[src/rtl/lock_pkg.sv]
// Shared encodings for the keypad lock supervisor: FSM states, key-decode codes
// and a small elaboration-time helper.
package lock_pkg;

  typedef enum logic [1:0] {
    IDLE    = 2'd0,
    ENTRY   = 2'd1,
    OPEN    = 2'd2,
    LOCKOUT = 2'd3
  } state_t;

  typedef enum logic [1:0] {
    NONE = 2'd0,
    K0   = 2'd1,
    K1   = 2'd2,
    BAD  = 2'd3
  } key_t;

  function automatic int max3(input int a, input int b, input int c);
    int m;
    m = (a > b) ? a : b;
    return (m > c) ? m : c;
  endfunction

endpackage

[src/rtl/lock_key_decode.sv]
// Per-cycle keypad strobe decode: both keys at once is a digit that can never
// match the code.
module lock_key_decode
  import lock_pkg::*;
(
  input  logic i_in0,
  input  logic i_in1,
  output logic o_vld,
  output logic o_digit,
  output logic o_bad
);

  key_t w_key;

  always_comb begin
    w_key = NONE;
    case ({i_in1, i_in0})
      2'b01:   w_key = K0;
      2'b10:   w_key = K1;
      2'b11:   w_key = BAD;
      default: w_key = NONE;
    endcase
  end

  assign o_vld   = (w_key != NONE);
  assign o_bad   = (w_key == BAD);
  assign o_digit = (w_key == K1);

endmodule

[src/rtl/lock_supervisor.sv]
// Supervised keypad lock: programmable code, entry timeout, timed unlock window
// and failed-attempt lockout, all driven from one FSM with a shared timer.
module lock_supervisor
  import lock_pkg::*;
#(
  parameter int              PW_LEN      = 5,
  parameter logic [PW_LEN-1:0] PW_DEFAULT = 5'b11010,
  parameter int              MAX_FAIL    = 3,
  parameter int              OPEN_CYCLES = 8,
  parameter int              LOCK_CYCLES = 16,
  parameter int              TIMEOUT     = 12
) (
  input  logic              clk,
  input  logic              reset,
  input  logic              in0,
  input  logic              in1,
  input  logic              cfg_we,
  input  logic [PW_LEN-1:0] cfg_pw,
  output logic              cfg_ack,
  output logic              unlock,
  output logic              alarm,
  output logic [1:0]        state,
  output logic [3:0]        fail_cnt
);

  localparam int TW = $clog2(max3(OPEN_CYCLES, LOCK_CYCLES, TIMEOUT) + 1);
  localparam int IW = $clog2(PW_LEN + 1);

  state_t            r_state;
  logic [PW_LEN-1:0] r_code;
  logic [IW-1:0]     r_idx;
  logic              r_err;
  logic [TW-1:0]     r_timer;
  logic [3:0]        r_fail;
  logic              r_unlock;
  logic              r_alarm;
  logic              r_ack;

  logic          w_vld;
  logic          w_digit;
  logic          w_bad;
  logic [IW-1:0] w_idx_base;
  logic          w_err_base;
  logic          w_code_bit;
  logic          w_err_n;
  logic [IW-1:0] w_idx_n;
  logic          w_done;
  logic [3:0]    w_fail_n;

  lock_key_decode u_dec (
    .i_in0   (in0),
    .i_in1   (in1),
    .o_vld   (w_vld),
    .o_digit (w_digit),
    .o_bad   (w_bad)
  );

  // IDLE starts a fresh attempt, so the first digit sees idx=0 and a clean error flag.
  assign w_idx_base = (r_state == IDLE) ? '0 : r_idx;
  assign w_err_base = (r_state == IDLE) ? 1'b0 : r_err;
  assign w_code_bit = |(r_code & (PW_LEN'(1) << w_idx_base));
  assign w_err_n    = w_err_base | w_bad | (w_digit != w_code_bit);
  assign w_idx_n    = w_idx_base + IW'(1);
  assign w_done     = (w_idx_n == IW'(PW_LEN));
  assign w_fail_n   = r_fail + 4'd1;

  always_ff @(posedge clk) begin
    if (reset) begin
      r_state  <= IDLE;
      r_code   <= PW_DEFAULT;
      r_idx    <= '0;
      r_err    <= 1'b0;
      r_timer  <= '0;
      r_fail   <= '0;
      r_unlock <= 1'b0;
      r_alarm  <= 1'b0;
      r_ack    <= 1'b0;
    end else begin
      r_ack <= 1'b0;
      case (r_state)
        IDLE, ENTRY: begin
          if (w_vld) begin
            r_timer <= '0;
            if (w_done) begin
              r_idx <= '0;
              r_err <= 1'b0;
              if (!w_err_n) begin
                r_state  <= OPEN;
                r_unlock <= 1'b1;
                r_fail   <= '0;
              end else if (w_fail_n == 4'(MAX_FAIL)) begin
                r_state <= LOCKOUT;
                r_alarm <= 1'b1;
                r_fail  <= w_fail_n;
              end else begin
                r_state <= IDLE;
                r_fail  <= w_fail_n;
              end
            end else begin
              r_state <= ENTRY;
              r_idx   <= w_idx_n;
              r_err   <= w_err_n;
            end
          end else if (r_state == ENTRY) begin
            // An abandoned attempt is not a failure; fail count is left alone.
            if (r_timer == TW'(TIMEOUT - 1)) begin
              r_state <= IDLE;
              r_idx   <= '0;
              r_err   <= 1'b0;
              r_timer <= '0;
            end else begin
              r_timer <= r_timer + TW'(1);
            end
          end
        end
        OPEN: begin
          if (cfg_we) begin
            r_code <= cfg_pw;
            r_ack  <= 1'b1;
          end
          if (r_timer == TW'(OPEN_CYCLES - 1)) begin
            r_state  <= IDLE;
            r_unlock <= 1'b0;
            r_timer  <= '0;
          end else begin
            r_timer <= r_timer + TW'(1);
          end
        end
        LOCKOUT: begin
          if (r_timer == TW'(LOCK_CYCLES - 1)) begin
            r_state <= IDLE;
            r_alarm <= 1'b0;
            r_fail  <= '0;
            r_timer <= '0;
          end else begin
            r_timer <= r_timer + TW'(1);
          end
        end
        default: r_state <= IDLE;
      endcase
    end
  end

  assign state    = r_state;
  assign unlock   = r_unlock;
  assign alarm    = r_alarm;
  assign cfg_ack  = r_ack;
  assign fail_cnt = r_fail;

endmodule

[config.mk]
export PLATFORM = sky130hd
export DESIGN_NAME = lock_supervisor
export DESIGN_NICKNAME = d
export VERILOG_FILES = /design/src/rtl/lock_pkg.sv /design/src/rtl/lock_key_decode.sv /design/src/rtl/lock_supervisor.sv
export SDC_FILE = /design/constraint.sdc
export NUM_CORES = 1
export LEC_CHECK = 0
export ABC_CLOCK_PERIOD_IN_PS = 4000
export BUFFER_PORTS_ARGS = -buffer_cell sky130_fd_sc_hd__buf_2
export CAP_MARGIN = 20
export CORE_MARGIN = 2
export CORE_UTILIZATION = 53
export CTS_BUF_LIST = sky130_fd_sc_hd__clkbuf_8 sky130_fd_sc_hd__clkbuf_16
export DETAILED_ROUTE_END_ITERATION = 12
export PLACE_DENSITY = 0.83
export SLEW_MARGIN = 30
export SYNTH_ARGS = -nofsm -noshare
export SYNTH_HDL_FRONTEND = slang
export SYNTH_HIERARCHICAL = 1
export SYNTH_SLANG_ARGS = --single-unit
[constraint.sdc]
create_clock -name clk -period 4 [get_ports clk]
set_clock_uncertainty 0.2 [all_clocks]
set_input_delay 0.8 -clock clk [delete_from_list [all_inputs] [get_ports clk]]
set_output_delay 0.8 -clock clk [all_outputs]
set_load 0.02 [all_outputs]
# Yosys cells after proc, flatten, opt, wreduce, memory -nomap -nowiden
# Cells that the tools add are included.
[totals]
regBits = 23
latchBits = 0
ramBits = 0
romBits = 0
in_bits = 10
output_inout_bits = 9
word_cells = 98
n_memories = 0
[op_classes]
addsub = 3
multipliers = 0
div = 0
n_lt_le_gt_ge = 0
n_eq_ne = 23
n_shift = 1
n_mux = 43
bitwise_logic = 4
n_reduce_logical = 15
[op_table]
columns = ["operator", "count"]
rows = [
  ["two-way mux 5 bit", 5],
  ["two-way mux 2 bit", 8],
  ["two-way mux 4 bit", 4],
  ["two-way mux 1 bit", 15],
  ["two-way mux 3 bit", 5],
  ["one-hot mux 5 bit (3 select lines)", 1],
  ["== test 2 bit, second input constant", 6],
  ["inequality test 2 bit, second input constant", 6],
  ["one-hot mux 2 bit (3 select lines)", 2],
  ["== test 5 x 4 -> 1 bit, second input constant", 2],
  ["nonzero test 2 bit", 5],
  ["one-hot mux 4 bit (2 select lines)", 1],
  ["AND reduction 4 bit", 2],
  ["inequality test 3 x 2 -> 1 bit, second input constant", 2],
  ["AND reduction 6 bit", 1],
  ["adder 5 x 1 -> 5 bit, second input constant", 1],
  ["bitwise AND 5 bit", 1],
  ["== test 5 x 3 -> 1 bit, second input constant", 1],
  ["AND reduction 5 bit", 1],
  ["OR reduction 5 bit", 1],
  ["left shift 1 x 3 -> 5 bit, first input constant", 1],
  ["adder 4 x 1 -> 4 bit, second input constant", 1],
  ["== test 2 x 1 -> 1 bit, second input constant", 2],
  ["== test 4 x 2 -> 1 bit, second input constant", 1],
  ["11 further kinds", 14],
]

# Logic depth before layout (Yosys ltp)
[logic_depth]
ltp_word = 11
ltp_mapped = 11
depth_no_buf = 10

# Cells and area by module
# The synthesis kept the hierarchy.
[modules_own_cells]
columns = ["mod", "instances", "cells_each", "area_each_um2", "seq_area_each_um2"]
rows = [
  ["lock_supervisor", 1, 151, 1340.0, 460.4],
  ["lock_key_decode", 1, 3, 22.5, 0.0],
]

# Least setup slack after synthesis
# OpenSTA, ideal clock, no wires.
[synth_path]
path_type = "register to register"
from = "reg r_state[0] (netlist: state[0])"
to = "reg r_fail[2] (netlist: fail_cnt[2])"
setup_time_ps = 79
arrival_ps = 2421
required_ps = 3721
setup_slack_ps = 1300
stages_incl_launch_ff = 12
n_path_buf = 1
synth_period_minus_slack_ps = 2700
path_cell_list = "dfxtp_1 buf_4 or2_2 nand2_1 inv_1 ha_1 ha_1 nand2b_1 nor2_8 nor2_1 a211o_1 a211oi_2"
[synth_between]
elab_chain_cells = 11
elab_cells_between_ends = 23
cone_classes = "add/sub (1); eq/ne (7); shift (1); mux (6); bitwise (3); reduce/logical (5)"
[synth_lines]
columns = ["element", "line", "text"]
rows = [
  ["from (decl)", "lock_supervisor.sv:29", "state_t r_state;"],
  ["from (signal assigned)", "lock_supervisor.sv:69", "r_state <= IDLE;"],
  ["from (signal assigned)", "lock_supervisor.sv:88", "r_state <= OPEN;"],
  ["from (signal assigned)", "lock_supervisor.sv:92", "r_state <= LOCKOUT;"],
  ["logical NOT 2 bit", "lock_supervisor.sv:59, lock_supervisor.sv:60, lock_supervisor.sv:80", ""],
  ["two-way mux 3 bit", "lock_supervisor.sv:59", "assign w_idx_base = (r_state == IDLE) ? '0 : r_idx;"],
  ["left shift 1 x 3 -> 5 bit", "lock_supervisor.sv:61", "assign w_code_bit = |(r_code & (PW_LEN'(1) << w_idx_base));"],
  ["bitwise AND 5 bit", "lock_supervisor.sv:61", ""],
  ["OR reduction 5 bit", "lock_supervisor.sv:61", ""],
  ["inequality test 1 bit", "lock_supervisor.sv:62", "assign w_err_n = w_err_base | w_bad | (w_digit != w_code_bit);"],
  ["OR 1 bit", "lock_supervisor.sv:62", ""],
  ["two-way mux 4 bit", "lock_supervisor.sv:87", "if (!w_err_n) begin"],
  ["two-way mux 4 bit", "lock_supervisor.sv:84", "if (w_done) begin"],
  ["two-way mux 4 bit", "lock_supervisor.sv:82", "if (w_vld) begin"],
  ["one-hot mux 4 bit (2 select lines)", "lock_supervisor.sv:80", "case (r_state)"],
  ["to (signal assigned)", "lock_supervisor.sv:94", "r_fail <= w_fail_n;"],
  ["to (signal assigned)", "lock_supervisor.sv:97", "r_fail <= w_fail_n;"],
  ["to (decl)", "lock_supervisor.sv:34", "logic [3:0] r_fail;"],
]
# Several ways; a longest one is shown, not always the timed one. The select of a mux whose other input is x is not followed.
# A chain may end at the register's enable or synchronous reset.

# Worst setup path in the final report
# Same ends and word-level chain as after synthesis.

==> reports/results.txt <==
Diodes inserted = 0
Slowest-stage cell, CP = dfxtp_1
Finish-stage setup viols = 0
# fillers = 201
highest achievable clock rate = 361.2 MHz
Setup Slack @ Placement = 1.247 ns
Syn Area/Cell = 8.848 um^2
Final HPWL DP = 2155 um
cell mode on critical path = ha_1
Hold Crit Class = flop to flop
H-tree depth = 1
worst setup path class = flop to flop
CTS Root Buffer Type = clkbuf_8
cts bufs inserted = 3
Layout area overhead = 11.29%
Hold WS = 0.2573 ns
CTS tree = yes
commonest non-fill, non-tap cells in the layout = 23 x dfxtp_1, 18 x nand2_1, 18 x buf_2
clock-pin slew on the worst setup and hold paths = 0.08 ns
final setup TNS = 0 ns
max-slew violations = 0
pin count of the biggest net entering global routing = 21
Chip Width = 54.71 um
EDFF count, synth = 0
Synth Flop Type = dfxtp_1
drt wl/cell = 13.66 um
Clock Latency Late Sink = 0.27 ns
placed insts = 198
Worst Tran Pin Value = 0.3946 ns
DR iter-0 viols = 45
Initial Util = 55.50%
DR DRC count = 0
fin nets = 194
# rows = 18
post-cts hold buffer count = 0
dpl cell area = 0.001470 mm^2
Worst slew margin = 73.69%
maximum fanout along the worst path = 12
max cap viols = 0
input/output buffers = 18
Synth Instances = 154
initial antenna violation count = 0
Lkg Pwr = 0.6563 nW
final RePlAce weighted congestion = 0.8598
worst endpoint required time = 3.99 ns
mapped cell area = 0.001363 mm^2
Tot GR Track Use = 21.01%
Non-Filler Instances = 202
Routed Antenna Nets = 0
final cycle utilization of the critical path = 69.21%
worst hold path stage count = 2
via/cell ratio = 5.718
Setup Fix Bufs, Post-CTS = 0
final worst slack = 1.232 ns
Peak VDD IR = 0.2774 mV
CP Capture Type = flop
Max clock buf depth = 2
Power per Cell Area = 283.7 mW/mm^2
Die Span Y = 54.71 um
max incr delay on CP = 0.42 ns
synth warn = 6
sequential area share after synthesis = 33.79%
First-pass DRT Iterations = 4
Crit path arrival time = 2.76 ns
Synth async-reset ratio = 0%
Final Cell Area = 0.001516 mm^2
Tmin final = 2.768 ns
core area = 0.002455 mm^2
RSZ-0062 raised after global routing = no
Final Hold Vio Count = 0
Sink Count = 23
critical path cell sequence = or2_2 -> nand2_1 -> inv_1 -> ha_1 -> ha_1 -> nand2b_1 -> nor2_8 -> nor2_1 -> a211o_1 -> a211oi_2
total gr overflow = 0
# IOs = 19
Synth cell types = 49
syn nets = 175
count of state elements after synthesis = 23
first-pass GRT wire length = 4485 um
vias in the first global route = 1034
R2R depth = 10
cts repair resizes = 0
Worst Setup Start Kind = flop
DRT Wirelength = 2760 um
outcome = completed
most common cell after layout, fill and taps aside = dfxtp_1
Via Count = 1155
share of post-route cells with drive strength above 1 = 23.26%
Die ar. = 0.002993 mm^2
[cell usage after synthesis, types with 2 or more instances]
cell | number | share of area, %
dfxtp_1 | 23 | 34
nand2_1 | 18 | 5.0
nor2_1 | 13 | 3.6
ha_1 | 11 | 10
a21oi_1 | 10 | 3.7
inv_1 | 8 | 2.2
nand3_1 | 6 | 2.2
a211o_1 | 4 | 2.6
a21o_1 | 4 | 2.2
and3_1 | 4 | 1.8
o21ai_0 | 4 | 1.5
o21a_1 | 3 | 1.7
a211oi_2 | 2 | 1.8
a22oi_1 | 2 | 1.1
a31o_2 | 2 | 1.3
and2_1 | 2 | 0.92
clkbuf_1 | 2 | 0.55
nor2b_1 | 2 | 0.92
o2111ai_1 | 2 | 1.3
o31ai_2 | 2 | 1.8
or2_2 | 2 | 0.92
[path summary, 6_finish.rpt]
path	from	to	slack, ns
setup / recovery	state[0]	fail_cnt[2]	1.23
hold / removal	r_err	r_err	0.26
setup reg to reg	state[0]	fail_cnt[2]	1.23
hold reg to reg	r_err	r_err	0.26
[sequential cells by signal (all words and copies together) (netlist names)]
| signal | cells |
|---|---|
| alarm | 1 |
| cfg_ack | 1 |
| fail_cnt | 4 |
| r_code | 5 |
| r_err | 1 |
| r_idx | 3 |
| r_timer | 5 |
| state | 2 |
| unlock | 1 |
[stage by stage]
step | utilization (%) | power (mW)
final | 61.77 | 0.4302
after global routing | 61.77 | 0.4516
after CTS | 61.77 | 0.4342
after detailed placement | 59.89 | 0.2916
after global placement | 59.89 | 0.2894
after floorplan | - | 0.2782
[cell families (layout without fill, tap and decap cells)]
family,Yosys count,count (layout),share of synthesized area [%]
buffers and inverters,12,30,3.673
flip-flops,23,23,33.79
adder cells (fa/ha/maj),11,11,10.10
AO/OA/AOI/OAI,44,44,25.34
AND/OR/NAND/NOR,61,61,24.61
XOR/XNOR,3,3,2.480
[power by group]
part / internal [mW] / total [mW] / leakage [nW] / switching [mW]
registers: 0.233 / 0.238 / 0.187 / 0.00464
logic: 0.0185 / 0.0485 / 0.444 / 0.0300
clock network: 0.0696 / 0.144 / 0.0255 / 0.0742
[layer usage]
metal  global-route usage, %  vias to the layer above  share of wire (%)
li1                        -                      583                  -
met1                   25.92                      543                 45
met2                   35.32                       24                 48
met5                       0                        -                  0
met4                   8.750                        0                1.7
met3                   4.098                        5                4.9
[worst max-delay path: cells and delay by family (launching register included)]
| kind | cells | cell delay [ns] |
|---|---|---|
| simple gates | 5 | 1.06 |
| compound gates | 2 | 0.46 |
| buf+inv | 1 | 0.09 |
| flops | 1 | 0.42 |
| fa+ha+maj | 2 | 0.47 |
[final cells by class]
class                      instances  area (um^2)  area share, %
clock inverter                     1        5.005         0.3300
timing repair buffer              18        90.09          5.941
inverter                           8        30.03          1.980
tap                               30        37.54          2.475
sequential                        23        460.4          30.36
clock buffer                       3        41.29          2.723
multi-input combinational        119        852.1          56.19
Note: power is estimated with default switching activity, not from simulation.
